## config.mk

```make
export PLATFORM = sky130hd
export DESIGN_NAME = sound_event_arbiter_flat
export DESIGN_NICKNAME = d
export VERILOG_FILES = /design/src/rtl/sound_event_arbiter_if.sv /design/src/rtl/sound_event_arbiter.sv /design/src/flat_wrapper.sv
export SDC_FILE = /design/constraint.sdc
export NUM_CORES = 1
export LEC_CHECK = 0
export BUFFER_PORTS_ARGS = -buffer_cell sky130_fd_sc_hd__buf_2
export CORE_MARGIN = 2
export CORE_UTILIZATION = 55
export CTS_CLUSTER_DIAMETER = 50
export DETAILED_ROUTE_END_ITERATION = 8
export GPL_TIMING_DRIVEN = 0
export PLACE_DENSITY = 0.71
export SLEW_MARGIN = 0
export SYNTH_ARGS = -nofsm -noshare
export SYNTH_HDL_FRONTEND = slang
export SYNTH_SLANG_ARGS = --single-unit
```

## constraint.sdc

```tcl
create_clock -name clk_0 -period 5.2 [get_ports clk_0]
set_clock_uncertainty 0.2 [all_clocks]
set_input_delay 0.26 -clock clk_0 [delete_from_list [all_inputs] [get_ports clk_0]]
set_output_delay 0.26 -clock clk_0 [all_outputs]
set_load 0.1 [all_outputs]
```

## src/rtl/sound_event_arbiter_if.sv

```systemverilog
// Event, enable and audio-output bundle between the pong game logic and the sound arbiter.
// The master is the game side; the slave is the arbiter.
interface sound_event_arbiter_if;
  logic       enable;
  logic       evt_wall;
  logic       evt_paddle;
  logic       evt_score;
  logic       evt_over;
  logic       tone_out;
  logic       busy;
  logic [1:0] active_id;

  modport master (
    output enable, evt_wall, evt_paddle, evt_score, evt_over,
    input  tone_out, busy, active_id
  );

  modport slave (
    input  enable, evt_wall, evt_paddle, evt_score, evt_over,
    output tone_out, busy, active_id
  );
endinterface

```

## src/rtl/sound_event_arbiter.sv

```systemverilog
// Fixed-priority arbiter for the four game-sound events. It plays one square-wave tone per grant
// and follows each tone with a silent gap.
module sound_event_arbiter #(
  parameter int unsigned HALF_WALL   = 31_468,
  parameter int unsigned HALF_PADDLE = 25_175,
  parameter int unsigned HALF_SCORE  = 50_350,
  parameter int unsigned HALF_OVER   = 62_937,
  parameter int unsigned DUR_SHORT   = 1_258_750,
  parameter int unsigned DUR_LONG    = 12_587_500,
  parameter int unsigned GAP_CYCLES  = 251_750,
  parameter int unsigned CNT_W       = 24
) (
  input  logic                 clk_0,
  input  logic                 rst,
  sound_event_arbiter_if.slave bus
);

  localparam logic [1:0] S_IDLE = 2'd0;
  localparam logic [1:0] S_PLAY = 2'd1;
  localparam logic [1:0] S_GAP  = 2'd2;

  localparam logic [CNT_W-1:0] HALF_WALL_M1   = CNT_W'(HALF_WALL - 1);
  localparam logic [CNT_W-1:0] HALF_PADDLE_M1 = CNT_W'(HALF_PADDLE - 1);
  localparam logic [CNT_W-1:0] HALF_SCORE_M1  = CNT_W'(HALF_SCORE - 1);
  localparam logic [CNT_W-1:0] HALF_OVER_M1   = CNT_W'(HALF_OVER - 1);
  localparam logic [CNT_W-1:0] DUR_SHORT_M1   = CNT_W'(DUR_SHORT - 1);
  localparam logic [CNT_W-1:0] DUR_LONG_M1    = CNT_W'(DUR_LONG - 1);
  localparam logic [CNT_W-1:0] GAP_M1         = CNT_W'(GAP_CYCLES - 1);
  localparam logic [CNT_W-1:0] CNT_ONE        = CNT_W'(1);

  logic [1:0]       state_q, state_d;
  logic [3:0]       pend_q, pend_d;
  logic [3:0]       evt_q, evt_d;
  logic [CNT_W-1:0] dur_q, dur_d;
  logic [CNT_W-1:0] half_q, half_d;
  logic [CNT_W-1:0] gap_q, gap_d;
  logic             tone_q, tone_d;
  logic             busy_q, busy_d;
  logic [1:0]       id_q, id_d;

  logic [3:0]       evt_c, rise_c, cand_vec_c;
  logic             cand_valid_c, grant_c;
  logic [1:0]       cand_id_c;
  logic [CNT_W-1:0] half_lim_c, dur_lim_c;

  // Bit index equals sound id: over(3) > score(2) > paddle(1) > wall(0)
  assign evt_c      = {bus.evt_over, bus.evt_score, bus.evt_paddle, bus.evt_wall};
  assign rise_c     = evt_c & ~evt_q;
  assign cand_vec_c = pend_q | rise_c;

  always_comb begin
    cand_valid_c = |cand_vec_c;
    cand_id_c    = 2'd0;
    if (cand_vec_c[3])      cand_id_c = 2'd3;
    else if (cand_vec_c[2]) cand_id_c = 2'd2;
    else if (cand_vec_c[1]) cand_id_c = 2'd1;
  end

  // Tone pitch and length of the sound currently playing
  always_comb begin
    half_lim_c = HALF_WALL_M1;
    dur_lim_c  = DUR_SHORT_M1;
    case (id_q)
      2'd1:    begin half_lim_c = HALF_PADDLE_M1; dur_lim_c = DUR_SHORT_M1; end
      2'd2:    begin half_lim_c = HALF_SCORE_M1;  dur_lim_c = DUR_LONG_M1;  end
      2'd3:    begin half_lim_c = HALF_OVER_M1;   dur_lim_c = DUR_LONG_M1;  end
      default: begin half_lim_c = HALF_WALL_M1;   dur_lim_c = DUR_SHORT_M1; end
    endcase
  end

  always_comb begin
    state_d = state_q;
    pend_d  = cand_vec_c;
    evt_d   = evt_c;
    dur_d   = dur_q;
    half_d  = half_q;
    gap_d   = gap_q;
    tone_d  = tone_q;
    busy_d  = busy_q;
    id_d    = id_q;
    grant_c = 1'b0;

    if (!bus.enable) begin
      // Flush; evt_q keeps tracking so held levels do not retrigger later
      state_d = S_IDLE;
      pend_d  = 4'd0;
      dur_d   = '0;
      half_d  = '0;
      gap_d   = '0;
      tone_d  = 1'b0;
      busy_d  = 1'b0;
    end else begin
      case (state_q)
        S_IDLE: grant_c = cand_valid_c;
        S_PLAY: begin
          if (cand_valid_c && (cand_id_c > id_q)) begin
            grant_c = 1'b1;
          end else begin
            if (half_q == half_lim_c) begin
              half_d = '0;
              tone_d = ~tone_q;
            end else begin
              half_d = half_q + CNT_ONE;
            end
            if (dur_q == dur_lim_c) begin
              state_d = S_GAP;
              tone_d  = 1'b0;
              gap_d   = '0;
            end else begin
              dur_d = dur_q + CNT_ONE;
            end
          end
        end
        S_GAP: begin
          tone_d = 1'b0;
          if (gap_q == GAP_M1) begin
            if (cand_valid_c) begin
              grant_c = 1'b1;
            end else begin
              state_d = S_IDLE;
              busy_d  = 1'b0;
            end
          end else begin
            gap_d = gap_q + CNT_ONE;
          end
        end
        default: state_d = S_IDLE;
      endcase
    end

    if (grant_c) begin
      state_d = S_PLAY;
      id_d    = cand_id_c;
      pend_d  = cand_vec_c & ~(4'b0001 << cand_id_c);
      dur_d   = '0;
      half_d  = '0;
      tone_d  = 1'b0;
      busy_d  = 1'b1;
    end
  end

  always_ff @(posedge clk_0) begin
    if (!rst) begin
      state_q <= S_IDLE;
      pend_q  <= 4'd0;
      evt_q   <= 4'd0;
      dur_q   <= '0;
      half_q  <= '0;
      gap_q   <= '0;
      tone_q  <= 1'b0;
      busy_q  <= 1'b0;
      id_q    <= 2'd0;
    end else begin
      state_q <= state_d;
      pend_q  <= pend_d;
      evt_q   <= evt_d;
      dur_q   <= dur_d;
      half_q  <= half_d;
      gap_q   <= gap_d;
      tone_q  <= tone_d;
      busy_q  <= busy_d;
      id_q    <= id_d;
    end
  end

  assign bus.tone_out  = tone_q;
  assign bus.busy      = busy_q;
  assign bus.active_id = id_q;

endmodule

```

## src/flat_wrapper.sv

```systemverilog
// flat-port wrapper written by rule: the top's interface ports become plain ports
module sound_event_arbiter_flat 
#(
  parameter int unsigned HALF_WALL   = 31_468,
  parameter int unsigned HALF_PADDLE = 25_175,
  parameter int unsigned HALF_SCORE  = 50_350,
  parameter int unsigned HALF_OVER   = 62_937,
  parameter int unsigned DUR_SHORT   = 1_258_750,
  parameter int unsigned DUR_LONG    = 12_587_500,
  parameter int unsigned GAP_CYCLES  = 251_750,
  parameter int unsigned CNT_W       = 24
)
  (clk_0, rst, bus_enable, bus_evt_wall, bus_evt_paddle, bus_evt_score, bus_evt_over, bus_tone_out, bus_busy, bus_active_id);
  sound_event_arbiter_if bus_i ();
  input  logic clk_0;
  input  logic rst;
  input wire logic [$bits(bus_i.enable)-1:0] bus_enable;
  input wire logic [$bits(bus_i.evt_wall)-1:0] bus_evt_wall;
  input wire logic [$bits(bus_i.evt_paddle)-1:0] bus_evt_paddle;
  input wire logic [$bits(bus_i.evt_score)-1:0] bus_evt_score;
  input wire logic [$bits(bus_i.evt_over)-1:0] bus_evt_over;
  output wire logic [$bits(bus_i.tone_out)-1:0] bus_tone_out;
  output wire logic [$bits(bus_i.busy)-1:0] bus_busy;
  output wire logic [$bits(bus_i.active_id)-1:0] bus_active_id;
  assign bus_i.enable = bus_enable;
  assign bus_i.evt_wall = bus_evt_wall;
  assign bus_i.evt_paddle = bus_evt_paddle;
  assign bus_i.evt_score = bus_evt_score;
  assign bus_i.evt_over = bus_evt_over;
  assign bus_tone_out = bus_i.tone_out;
  assign bus_busy = bus_i.busy;
  assign bus_active_id = bus_i.active_id;
  sound_event_arbiter #(.HALF_WALL(HALF_WALL), .HALF_PADDLE(HALF_PADDLE), .HALF_SCORE(HALF_SCORE), .HALF_OVER(HALF_OVER), .DUR_SHORT(DUR_SHORT), .DUR_LONG(DUR_LONG), .GAP_CYCLES(GAP_CYCLES), .CNT_W(CNT_W)) u_core (.clk_0(clk_0), .rst(rst), .bus(bus_i));
endmodule
```

==> flow_summary.json <==
{
  "status": "finished, final reports clean",
  "layout_common_cells": "dfxtp_1 (86), nor2_1 (74), xor2_1 (35)",
  "die_w_um": 94.89,
  "io_buffers": 9,
  "overflow": 0,
  "crit_buf_inv": 4,
  "cts_setup_buffers": 0,
  "yosysTopAreaCell": "dfxtp_1",
  "cts_buffers": 9,
  "cts.clk_slew.worst_paths_ns": 0.08,
  "ys_seq_elements": 86,
  "cp_max_fo": 10,
  "worstMarginPinSlew_ns": 0.7829,
  "end_kind": "register",
  "crit_path_frequent_cell": "buf_2",
  "drive_gt1_frac": 0.09524,
  "irDropWorstVdd_mv": 0.1324,
  "highest_layer": "met4",
  "die_area_um2": 9003,
  "ys_warn_count": 0,
  "rsz0062_at_grt": "no",
  "fmax_mhz": 276.6,
  "syn-num-nets": 561,
  "min_path_type": "input pin to register",
  "grt_pass1_vias": 3624,
  "fin_crit_sh": 0.6953,
  "arrival_ns": 3.65,
  "antenna_found_initial": 0,
  "fin_cells": 672,
  "crit_family": "compound AO/OA/AOI/OAI gates",
  "maxCapViolCount": 0,
  "ys_seq_area_frac": 0.3790,
  "vias_per_cell": 5.813,
  "synthCells": 538,
  "ys.flop_type": "dfxtp_1",
  "nNetsFinal": 585,
  "grt.total_usage": 0.2350,
  "fillers": 737,
  "drtPass1Iterations": 4,
  "diodes": 0,
  "post_cts_resize_count": 0,
  "p_per_area_nw_per_um2": 273.7,
  "worst_ep_required_time_ns": 5.24,
  "post-place-ws_ns": 1.788,
  "cts_tree": "done",
  "met2_length_um": 4729,
  "async_flop_share": 0,
  "cts_buffer_depth": 2,
  "synth.distinct_cells": 60,
  "dp_hpwl_um": 7015,
  "drtIter0Drc": 159,
  "num_vias": 3906,
  "place_inst": 652,
  "grt_max_degree": 15,
  "finalPower_mw": 1.370,
  "drt-wirelength-per-cell_um": 14.81,
  "htree_num_levels": 3,
  "slew_headroom": 0.4712,
  "syn2layout_area_growth_pct": 10.22,
  "hold_buffers": 4,
  "cp_slowest_cell": "dlygate4sd3_1",
  "die_h_um": 94.89,
  "hold_violations": 0,
  "initial_core_util": 0.5614,
  "routed_wl_um": 9950,
  "slew_viol_final": 0,
  "rows": 33,
  "core-area_um2": 8093,
  "clock_latency_ns": 0.36,
  "place_congestion": 0.8737,
  "max_stage_delay_ns": 0.53,
  "final.setup.tns_ns": 0,
  "fin_ws_ns": 1.584,
  "clkSinkCount": 86,
  "leakage_nw": 1.648,
  "dr_wl_met3_um": 341,
  "layout.cells.most_common": "dfxtp_1",
  "drc_errors": 0,
  "io_pins": 11,
  "path_class": "input pin to register",
  "synth_edf_count": 0,
  "root_buffer": "clkbuf_8",
  "postRouteAntennaNets": 0,
  "path_cells": "dlygate4sd3_1 > buf_2 > nor2b_4 > a2111oi_4 > inv_1 > ha_1 > nor2b_1 > o21ai_0 > a31oi_1 > a211oi_2 > buf_2 > nand3_1 > xor2_1 > nor2_1",
  "synth_top_area_share": 0.3790,
  "synth_area_leaders": "dfxtp_1 (38%), xor2_1 (6.7%), nor2_1 (6.1%)",
  "start_kind": "input pin",
  "grt_pass1_wl_um": 16860,
  "setup_viol": 0,
  "syn_area_per_cell_um2": 8.444,
  "synth_area_um2": 4543,
  "fin_crit_ns": 3.616,
  "wl_met1_um": 4779
}
==> worst register-to-register path: cells and delay by family (launching register included) <==
family                   cells  cell delay [ns]
AO/OA/AOI/OAI                4             1.42
flip-flops                   1             0.33
buffers and inverters        3             0.52
adder cells (fa/ha/maj)      1             0.31
AND/OR/NAND/NOR              3             0.33
XOR/XNOR                     1             0.15
==> report_power, final <==
group | total, mW | leakage (nW) | switching [mW] | internal [mW]
clock network | 0.572 | 0.120 | 0.239 | 0.333
registers | 0.670 | 0.695 | 0.00602 | 0.664
logic | 0.128 | 0.834 | 0.0867 | 0.0415
==> state kept, by name (all words and copies together), names as in the netlist <==
| register | count |
|---|---|
| u_core.dur_q | 24 |
| u_core.gap_q | 24 |
| u_core.half_q | 24 |
| u_core.evt_q | 4 |
| u_core.pend_q | 4 |
| u_core.bus.active_id | 2 |
| u_core.state_q | 2 |
| u_core.bus.busy | 1 |
| u_core.bus.tone_out | 1 |
==> worst paths after layout <==
| path | start | to | slack (ns) | depth (start not counted) |
|---|---|---|---|---|
| min reg2reg | u_core.gap_q[10] | u_core.gap_q[10] | 0.29 | 2 |
| max reg2reg | u_core.evt_q[3] | u_core.dur_q[6] | 1.83 | 12 |
| min | bus_enable | u_core.bus.active_id[0] | 0.08 | 3 |
| max | bus_evt_score | u_core.dur_q[6] | 1.58 | 14 |
==> stage by stage <==
| step | instance area, um^2 | utilization | hold slack (ns) |
|---|---|---|---|
| after floorplan | 4543 | - | 0.1817 |
| after global placement | 4720 | 0.5832 | 0.2648 |
| after detailed placement | 4720 | 0.5832 | 0.2787 |
| after CTS | 5007 | 0.6187 | 0.05865 |
| after global routing | 5007 | 0.6187 | 0.07616 |
| final | 5007 | 0.6187 | 0.07684 |
==> cell usage after synthesis (6+ instances only) <==
master,n
nor2_1,74
inv_1,15
nand2_1,33
nor4_1,6
nand4_1,29
xor2_1,35
xnor2_1,16
nand3_1,32
nor3_1,12
dfxtp_1,86
a21oi_1,24
and2_1,12
o21ai_0,21
and3_1,14
buf_2,6
clkbuf_1,9
or3_1,17
ha_1,16
==> area by class of cell <==
cell class	instances	area (um^2)	area share
buffer	21	122.6	0.02449
clock buffer	11	141.4	0.02824
clock inverter	5	106.4	0.02124
inverter	16	60.06	0.01199
multi-input combinational	415	2639	0.5270
sequential	86	1722	0.3438
tap	105	131.4	0.02624
timing repair buffer	13	85.08	0.01699
==> metal layers <==
layer | up-vias | global-route usage
met5 | - | 0
met4 | 0 | 0.05676
met3 | 9 | 0.05507
met2 | 66 | 0.4001
met1 | 1863 | 0.3008
li1 | 1968 | -
==> cell families after synthesis <==
group,count (synthesis),synth area share
AND/OR/NAND/NOR,267,0.3153
flip-flops,86,0.3790
AO/OA/AOI/OAI,78,0.1165
XOR/XNOR,51,0.09832
buffers and inverters,37,0.04021
adder cells (fa/ha/maj),16,0.04406
multiplexers,3,0.006610
Note: power is estimated with default switching activity, not from simulation.
